File: src/rtl/ub_activation_feeder.sv
// Unified-buffer activation feeder: fetches 2xN activations, saturates them
// to 16 bits and streams them skewed into a two-row systolic array.
module ub_activation_feeder #(
  parameter int ADDR_W   = 6,
  parameter int MAX_ROWS = 8
) (
  input  logic                     clk,
  input  logic                     reset,
  input  logic                     start,
  input  logic [ADDR_W-1:0]        base_addr,
  input  logic [3:0]               num_rows,
  output logic                     rd_en,
  output logic [ADDR_W-1:0]        rd_addr,
  input  logic signed [31:0]       rd_data,
  output logic                     valid,
  output logic [15:0]              a_in1,
  output logic [15:0]              a_in2,
  output logic                     busy,
  output logic                     done
);

  localparam int CW = $clog2(2*MAX_ROWS+1);
  localparam int IW = $clog2(2*MAX_ROWS);
  localparam logic [CW-1:0] MAXN = CW'(MAX_ROWS);

  typedef enum logic [1:0] {IDLE, FETCH, STREAM, DONE} state_t;

  state_t            state, state_nx;
  logic [ADDR_W-1:0] base_q;
  logic [CW-1:0]     n_q, n2, n_eff, cnt;
  logic              cap_vld;
  logic [IW-1:0]     cap_idx, idx1, idx2;
  logic [15:0]       sat_val;
  logic [15:0]       act_buf [2*MAX_ROWS];

  assign n_eff = (CW'(num_rows) > MAXN) ? MAXN : CW'(num_rows);
  assign n2    = n_q << 1;
  assign idx1  = IW'(cnt << 1);
  assign idx2  = IW'((cnt << 1) - CW'(1));

  always_comb begin
    state_nx = state;
    unique case (state)
      IDLE:   if (start) state_nx = (n_eff == '0) ? DONE : FETCH;
      FETCH:  if (cnt == n2) state_nx = STREAM;
      STREAM: if (cnt == n_q) state_nx = DONE;
      DONE:   state_nx = IDLE;
      default: state_nx = IDLE;
    endcase
  end

  // FETCH holds one extra cycle (cnt == 2N) to capture the last word
  always_comb begin
    rd_en   = (state == FETCH) && (cnt != n2);
    rd_addr = rd_en ? base_q + ADDR_W'(cnt) : '0;
    valid   = (state == STREAM);
    a_in1   = (valid && cnt != n_q) ? act_buf[idx1] : '0;
    a_in2   = (valid && cnt != '0) ? act_buf[idx2] : '0;
    busy    = (state != IDLE);
    done    = (state == DONE);
  end

  always_comb begin
    sat_val = rd_data[15:0];
    if (rd_data > 32'sd32767)
      sat_val = 16'h7FFF;
    else if (rd_data < -32'sd32768)
      sat_val = 16'h8000;
  end

  always_ff @(posedge clk) begin
    if (reset) begin
      state   <= IDLE;
      cnt     <= '0;
      base_q  <= '0;
      n_q     <= '0;
      cap_vld <= 1'b0;
      cap_idx <= '0;
    end else begin
      state   <= state_nx;
      cap_vld <= rd_en;
      cap_idx <= IW'(cnt);
      if (state == IDLE && start) begin
        base_q <= base_addr;
        n_q    <= n_eff;
      end
      if (state_nx != state || state == IDLE || state == DONE)
        cnt <= '0;
      else
        cnt <= cnt + CW'(1);
    end
  end

  always_ff @(posedge clk) begin
    if (cap_vld) act_buf[cap_idx] <= sat_val;
  end

endmodule

File: config.mk
export PLATFORM = sky130hd
export DESIGN_NAME = ub_activation_feeder
export DESIGN_NICKNAME = d
export VERILOG_FILES = /design/src/rtl/ub_activation_feeder.sv
export SDC_FILE = /design/constraint.sdc
export NUM_CORES = 1
export LEC_CHECK = 0
export CAP_MARGIN = 0
export CORE_UTILIZATION = 50
export CTS_CLUSTER_SIZE = 24
export DETAILED_ROUTE_END_ITERATION = 6
export GPL_TIMING_DRIVEN = 0
export HOLD_SLACK_MARGIN = 0.03
export PLACE_DENSITY = 0.74
export SYNTH_ARGS = -nofsm -noshare
export SYNTH_HDL_FRONTEND = slang
export SYNTH_SLANG_ARGS = --single-unit
File: constraint.sdc
create_clock -name clk -period 2.5 [get_ports clk]
set_clock_uncertainty 0.05 [all_clocks]
set_input_delay 0.5 -clock clk [delete_from_list [all_inputs] [get_ports clk]]
set_output_delay 0.5 -clock clk [all_outputs]
set_load 0.02 [all_outputs]
==> impl_metrics.tcl, run 1 <==
set metrics [dict create \
    place_ws_ns -1.26 \
    p_per_area_mw_per_mm2 676 \
    cp_common_cell "buf_12" \
    firstDrtPassIters 7 \
    ys.flop_type "edfxtp_1" \
    outcome "finished with violations" \
    place_area_mm2 0.0129 \
    reg2reg_slack_ns 0.35 \
    detail-route-antenna-nets 0 \
    cts_made_buffers 28 \
    cts_tree "yes" \
    finalWorstSetupSlack_ns -0.496 \
    violations "DRC, setup timing" \
    overflow 0 \
    pwr-share-seq_pct 51.0 \
    maxCapViolCount 0 \
    design.core.area_mm2 0.0220 \
    die_w_um 152 \
    min_period_over_period_pct 120 \
    p_sw_share_pct 22.2 \
    ff2ff_path_depth 2 \
    mostFrequentLayoutCell "edfxtp_1" \
    grt_first_pass_wirelength_um 40900 \
    grt_max_degree 17 \
    rsz0062_at_grt "yes" \
    holdPathEnd "base_q[3]$_SDFFE_PP0P_" \
    htreeDepth 1 \
    ios 87 \
    p_leak_nw 4.92 \
    dp_cells 995 \
    worstPathArrival_ns 2.45 \
    viasPerCell 6.01 \
    path_delay_family "buffers and inverters" \
    cp_max_fo 6 \
    switching_power_mw 2.25 \
    first_global_vias 6864 \
    gp_congestion 0.831 \
    diodes 0 \
    postSynthAreaPerCell_um2 18.3 \
    worstReg2RegStart "cap_vld$_SDFF_PP0_" \
    wl_per_cell_um 25.0 \
    worstSetupPathType "register to primary output" \
    ir_drop_mv 0.535 \
    ys_types 45 \
    fmax_mhz 334 \
    required_ns 1.95 \
    grt_usage_pct 23.7 \
    report.final.slew_viol_count 0 \
    drive_gt1_share_pct 44.6 \
    setup_viol 37 \
    hold_class "register to register" \
    synth_nets 670 \
    drc 11 \
    final_util_pct 68.1 \
    worst_pin_slew_ns 1.04 \
    path_cells "buf_8 -> buf_12 -> buf_12 -> inv_8 -> ha_4 -> buf_12 -> clkbuf_16 -> mux4_2 -> nand2_2 -> a21oi_4 -> buf_6" \
    fin_area_mm2 0.0150 \
    fin_cells 1102 \
    synth-edff-count 256 \
    clockRootBuffer "clkbuf_16" \
    syn_to_final_growth_pct 32.7 \
    antenna_found_initial 0 \
    crit_path_start_kind "register" \
    worst-path-buf-inv 7 \
    setup.worst_path.end_class "primary output" \
    holdCritStartpoint "base_q[3]$_SDFFE_PP0P_" \
    cts.clk_slew.worst_paths_ns 0.06 \
    slowest_stage "dfxtp_4" \
    hold_slack_ns 0.427 \
    hold_depth 2 \
    p_comb_share_pct 10.8 \
    synthArstFlopShare_pct 0 \
    clock-sinks 278 \
    finalWorstPathRequiredPeriod_ns 3.00 \
    nets 857 \
    syn_inst 616 \
    drt-initial-drc-count 641 \
    io_buffers 86 \
    die_area_mm2 0.0232 \
    synth_seq_cells 278 \
    num_rows 54 \
    cts_max_path_buffers 3 \
    worstReg2RegEnd "act_buf[3][10]$_DFFE_PP_" \
    layout_common_cells "edfxtp_1 (256), mux4_2 (64), buf_6 (48), buf_4 (47), clkdlybuf4s50_1 (47)" \
    internal-power_mw 7.86 \
    max_slew_margin_pct 30.6 \
    vias 6627 \
    hold_viol 0 \
    power.share.clock_pct 38.2 \
    die_h_um 152 \
    start_util_pct 51.4 \
    clkLatencyLatePin_ns 0.55 \
    synth-seq-area-share_pct 72.1 \
    detail_route.wirelength_um 27600 \
    dp_hpwl_um 16300 \
    synth_area_mm2 0.0113 \
    ys_warn_count 0 \
    max_stage_delay_ns 0.35 \
]
state kept, by name (all words and copies together), names as in the netlist:
signal and count:
cnt 5, cap_vld 1, n_q 4, base_q 6
state 2, cap_idx 4, act_buf 256
worst max-delay path by stage:
stage | from | slack (ns) | endpoint | depth (start not counted)
2_1_floorplan | cnt[0]$_SDFF_PP0_ | -0.10 | a_in2[10] | 9
3_3_place_gp | cnt[1]$_SDFF_PP0_ | -1.20 | a_in2[12] | 9
3_5_place_dp | cnt[1]$_SDFF_PP0_ | -1.26 | a_in2[8] | 9
4_1_cts | cnt[0]$_SDFF_PP0_ | -0.54 | a_in2[8] | 11
5_1_grt | cnt[0]$_SDFF_PP0_ | -0.55 | a_in2[11] | 11
6_report | cnt[0]$_SDFF_PP0_ | -0.50 | a_in2[11] | 11
tightest hold or removal path: cells and delay by family, from the launching register on:
family           cells  cell delay (ns)
flip-flops           1             0.32
AO/OA/AOI/OAI        1             0.06
AND/OR/NAND/NOR      1             0.05
kinds of logic after synthesis:
kind of cell               after synthesis  synth area share, %
DFF                                    278                 72.1
and+or+nand+nor                        132                 5.39
muxes                                   81                 14.3
AOI/OAI and AO/OA                       61                 3.87
buffers and inverters                   40                 2.09
xor gates and xnor gates                15                 1.23
adders and majority gates                9                 1.07
repair_timing:
action                                  4_1_cts  5_1_grt
gates cloned                                  3        2
buffers inserted                             41       17
endpoints found under the setup margin      183      148
hold buffers                                  0        0
gates resized for setup                     308       77
pin swaps                                    28       40
metrics by stage:
stage          power, mW  TNS (ns)
2_1_floorplan       5.76     -1.03
3_3_place_gp        6.01   -159.85
3_5_place_dp        6.04   -139.20
4_1_cts             10.0    -13.41
5_1_grt             10.4    -16.83
6_report            10.1    -14.42
area by class of cell:
class                      count  area (um2)
inverter                       7        33.8
tap                          280         350
clock buffer                  34         744
fill                        1276        7000
timing repair buffer         159        1650
clock inverter                15        95.1
sequential                   278        8140
multi-input combinational    298        3550
buffer                        31         393
per-layer routing:
| layer | global-route usage (%) | up-vias | share of wire [%] | routed length (um) |
|---|---|---|---|---|
| met1 | 30.9 | 3406 | 38 | 10500 |
| met5 | 0 | - | 0 | 0 |
| met2 | 40.5 | 346 | 51 | 14100 |
| met3 | 3.44 | 63 | 7.8 | 2150 |
| met4 | 9.14 | 0 | 3.0 | 819 |
| li1 | - | 2812 | - | - |
power groups by stage:
stage	sequential [mW]	combinational, mW	clock, mW
2_1_floorplan	5.24	0.522	0
5_1_grt	5.15	1.16	4.07
4_1_cts	5.15	0.996	3.87
3_3_place_gp	5.24	0.767	0
6_report	5.15	1.09	3.87
3_5_place_dp	5.25	0.797	0
cells in the mapped netlist, types with 6 or more instances:
cell type	instances	area, um2
edfxtp_1	256	7690
mux4_2	64	1440
nand2_1	53	199
nor2_1	36	135
a21oi_1	32	160
dfxtp_1	22	440
mux2i_1	17	170
o21a_1	15	113
buf_2	13	65.1
clkbuf_1	10	37.5
xor2_1	9	78.8
ha_1	8	100
nor3_1	7	35.0
inv_1	6	22.5
(Power assumes the default switching activity.)
==> inputs of run 2 (changes only) <==
--- a/config.mk
+++ b/config.mk
@@ -5,13 +5,14 @@
 export SDC_FILE = /design/constraint.sdc
 export NUM_CORES = 1
 export LEC_CHECK = 0
+export ABC_AREA = 1
 export CAP_MARGIN = 0
 export CORE_UTILIZATION = 50
 export CTS_CLUSTER_SIZE = 24
 export DETAILED_ROUTE_END_ITERATION = 6
 export GPL_TIMING_DRIVEN = 0
 export HOLD_SLACK_MARGIN = 0.03
-export PLACE_DENSITY = 0.74
+export PLACE_DENSITY = 0.73
 export SYNTH_ARGS = -nofsm -noshare
 export SYNTH_HDL_FRONTEND = slang
 export SYNTH_SLANG_ARGS = --single-unit
==> run 2 against run 1 <==
The flow finishes with violations (setup timing). Non-clock buffer count is 9 lower. Die area is 3.8% higher. Highest routed layer unchanged. Fmax is 3.4% lower. Power is 7.6% higher. Largest cell class unchanged. Wire length is 11% higher. Hold slack worse by 0.18 ns. Setup slack worse by 0.10 ns. Critical path type unchanged. First-iteration DRC count is 12% higher.
==> impl_metrics.tcl, run 2 <==
set metrics [dict create \
    antenna_found_initial 0 \
    internal-power_mw 8.14 \
    htreeDepth 1 \
    hold_class "input pin to register" \
    synth.top_cell.area_share_pct 65.6 \
    diodes 0 \
    fillerInstances 1579 \
    fin_area_mm2 0.0151 \
    fin_cells 1505 \
    wl_per_cell_um 20.2 \
    die_w_um 155 \
    grt_usage_pct 24.7 \
    cts.clk_slew.worst_paths_ns 0.06 \
    largest_register "act_buf" \
    clock-sinks 278 \
    synthTopCellsByCount "edfxtp_1 (256), nor2_1 (229), nand2_1 (148)" \
    p_comb_share_pct 15.2 \
    cts_tree "yes" \
    clkLatencyLatePin_ns 0.53 \
    design.core.area_mm2 0.0228 \
    met1_usage_pct 36.7 \
    die_area_mm2 0.0240 \
    finalWorstSetupSlack_ns -0.600 \
    drt-initial-drc-count 719 \
    mostFrequentLayoutCell "edfxtp_1" \
    num_rows 55 \
    layout_common_cells "edfxtp_1 (256), nor2_1 (192), nand2_1 (135), o21ai_0 (56), buf_4 (52)" \
    overflow 0 \
    nets 1225 \
    syn_inst 1016 \
    dp_hpwl_um 18500 \
    ys.flop_type "edfxtp_1" \
    fmax_mhz 323 \
    detail-route-antenna-nets 0 \
    ys_top_cells_by_area "edfxtp_1 (66%), nor2_1 (7.3%), nand2_1 (4.7%)" \
    worstPathArrival_ns 2.55 \
    cp_max_fo 6 \
    max_slew_margin_pct 35.8 \
    reg_top3 "act_buf (256), base_q (6), cnt (5)" \
    grtUsageMet2_pct 39.4 \
    switching_power_mw 2.74 \
    p_sw_share_pct 25.2 \
    die_h_um 155 \
    synth_top_area_cell "edfxtp_1" \
    ios 87 \
    synth_nets 1070 \
    postSynthAreaPerCell_um2 11.5 \
    report.final.slew_viol_count 0 \
    dp_cells 1415 \
    hold_slack_ns 0.252 \
    crit_path_start_kind "register" \
    detail_route.wirelength_um 30500 \
    power.share.clock_pct 37.2 \
    outcome "finished with violations" \
    clockRootBuffer "clkbuf_16" \
    drc 0 \
    grt.met3_usage_pct 2.42 \
    rsz0062_at_grt "yes" \
    hold_viol 0 \
    syn_to_final_growth_pct 29.1 \
    grt_max_degree 17 \
    layout.area.seq_mm2 0.00814 \
    ir_drop_mv 0.526 \
    required_ns 1.95 \
    cts_max_path_buffers 3 \
    viasPerCell 5.61 \
    gp_congestion 0.853 \
    first_global_vias 7761 \
    place_area_mm2 0.0131 \
    ys_warn_count 0 \
    firstDrtPassIters 6 \
    finalWorstPathRequiredPeriod_ns 3.10 \
    p_leak_nw 5.28 \
    largest_register_ffs 256 \
    synthArstFlopShare_pct 0 \
    busiest_layer "met2" \
    grt_first_pass_wirelength_um 44600 \
    yosysMostFrequentCell "edfxtp_1" \
    io_buffers 85 \
    p_per_area_mw_per_mm2 719 \
    min_period_over_period_pct 124 \
    synth-edff-count 256 \
    synth_seq_cells 278 \
    drive_gt1_share_pct 27.7 \
    setup_viol 39 \
    violations "setup timing" \
    vias 8439 \
    synth-seq-area-share_pct 69.4 \
    final_util_pct 66.4 \
    setup.worst_path.end_class "primary output" \
    maxCapViolCount 0 \
    postCtsHoldBufs 0 \
    place_ws_ns -1.48 \
    ys_types 41 \
    synth_area_mm2 0.0117 \
    multi_input_area_mm2 0.00372 \
    worstSetupPathType "register to primary output" \
    start_util_pct 51.4 \
    worst_pin_slew_ns 0.962 \
    pwr-share-seq_pct 47.5 \
    cts_made_buffers 28 \
]
run 2: changes by cell type after synthesis, sizes merged, moves of 14 or more:
cell | before | now
mux4 | 64 | 0
o21ai | 2 | 107
nor2 | 36 | 232
nand2 | 53 | 150
o221ai | 0 | 15
a21oi | 32 | 56
nand3 | 5 | 42
mux2i | 17 | 0
inv | 7 | 27
o21a | 15 | 1
buf | 20 | 42
run 2: logic make-up after synthesis:
kind of cell,share of synthesized area [%]
simple gates,16.2
flops,69.4
compound gates,8.67
buf+inv,4.17
fa+ha+maj,1.03
xor+xnor,0.598
run 2: what timing repair did:
item	CTS	global route
resized for setup	327	135
cloned	2	2
pin swaps	45	78
buffers inserted	20	20
hold endpoints to repair	0	0
setup endpoints to repair	40	40
run 2: power by group through the flow:
stage / Clock, mW / Sequential [mW] / Combinational [mW]
after floorplan: 0 / 5.25 / 0.787
after global placement: 0 / 5.26 / 1.20
after detailed placement: 0 / 5.26 / 1.23
after CTS: 4.06 / 5.17 / 1.41
after global routing: 4.24 / 5.17 / 1.77
final: 4.05 / 5.17 / 1.66
run 2: cell type report:
type | instances | share of cell area [%]
flip-flops and latches | 278 | 53.8
multi-input cells | 654 | 24.6
repair buffers | 126 | 8.48
clock buffers | 35 | 4.95
plain buffers | 55 | 3.90
well taps | 313 | 2.59
clock inverters | 16 | 0.893
inverters | 28 | 0.811
run 2: worst paths after layout:
| kind | startpoint | to | slack (ns) | cells after the start |
|---|---|---|---|---|
| setup / recovery | cnt[0]$_SDFF_PP0_ | a_in2[15] | -0.60 | 12 |
| hold / removal | reset | cap_idx[1]$_SDFF_PP0_ | 0.25 | 2 |
| setup reg to reg | cap_idx[3]$_SDFF_PP0_ | act_buf[8][6]$_DFFE_PP_ | 0.56 | 5 |
| hold reg to reg | base_q[4]$_SDFFE_PP0P_ | base_q[4]$_SDFFE_PP0P_ | 0.45 | 2 |
run 2: critical path: stages (launching register included):
cell and delay (ns):
dfxtp_4 0.34, buf_6 0.13, inv_8 0.04, buf_12 0.12, buf_12 0.12, ha_4 0.32
clkbuf_16 0.16, buf_8 0.11, o21ai_1 0.07, o221ai_1 0.19, nand2_1 0.11, nor2_2 0.15
buf_6 0.14
run 2: layer usage:
layer  vias up  routed length [um]
met3        48                2570
met1      4069               12800
met2       432               14500
met5         -                   0
li1       3890                   -
met4         0                 599
run 2: through the flow:
| stage | total power [mW] | setup TNS (ns) |
|---|---|---|
| after floorplan | 6.04 | -0.449 |
| after global placement | 6.46 | -49.80 |
| after detailed placement | 6.49 | -66.65 |
| after CTS | 10.6 | -11.08 |
| after global routing | 11.2 | -15.05 |
| final | 10.9 | -12.40 |
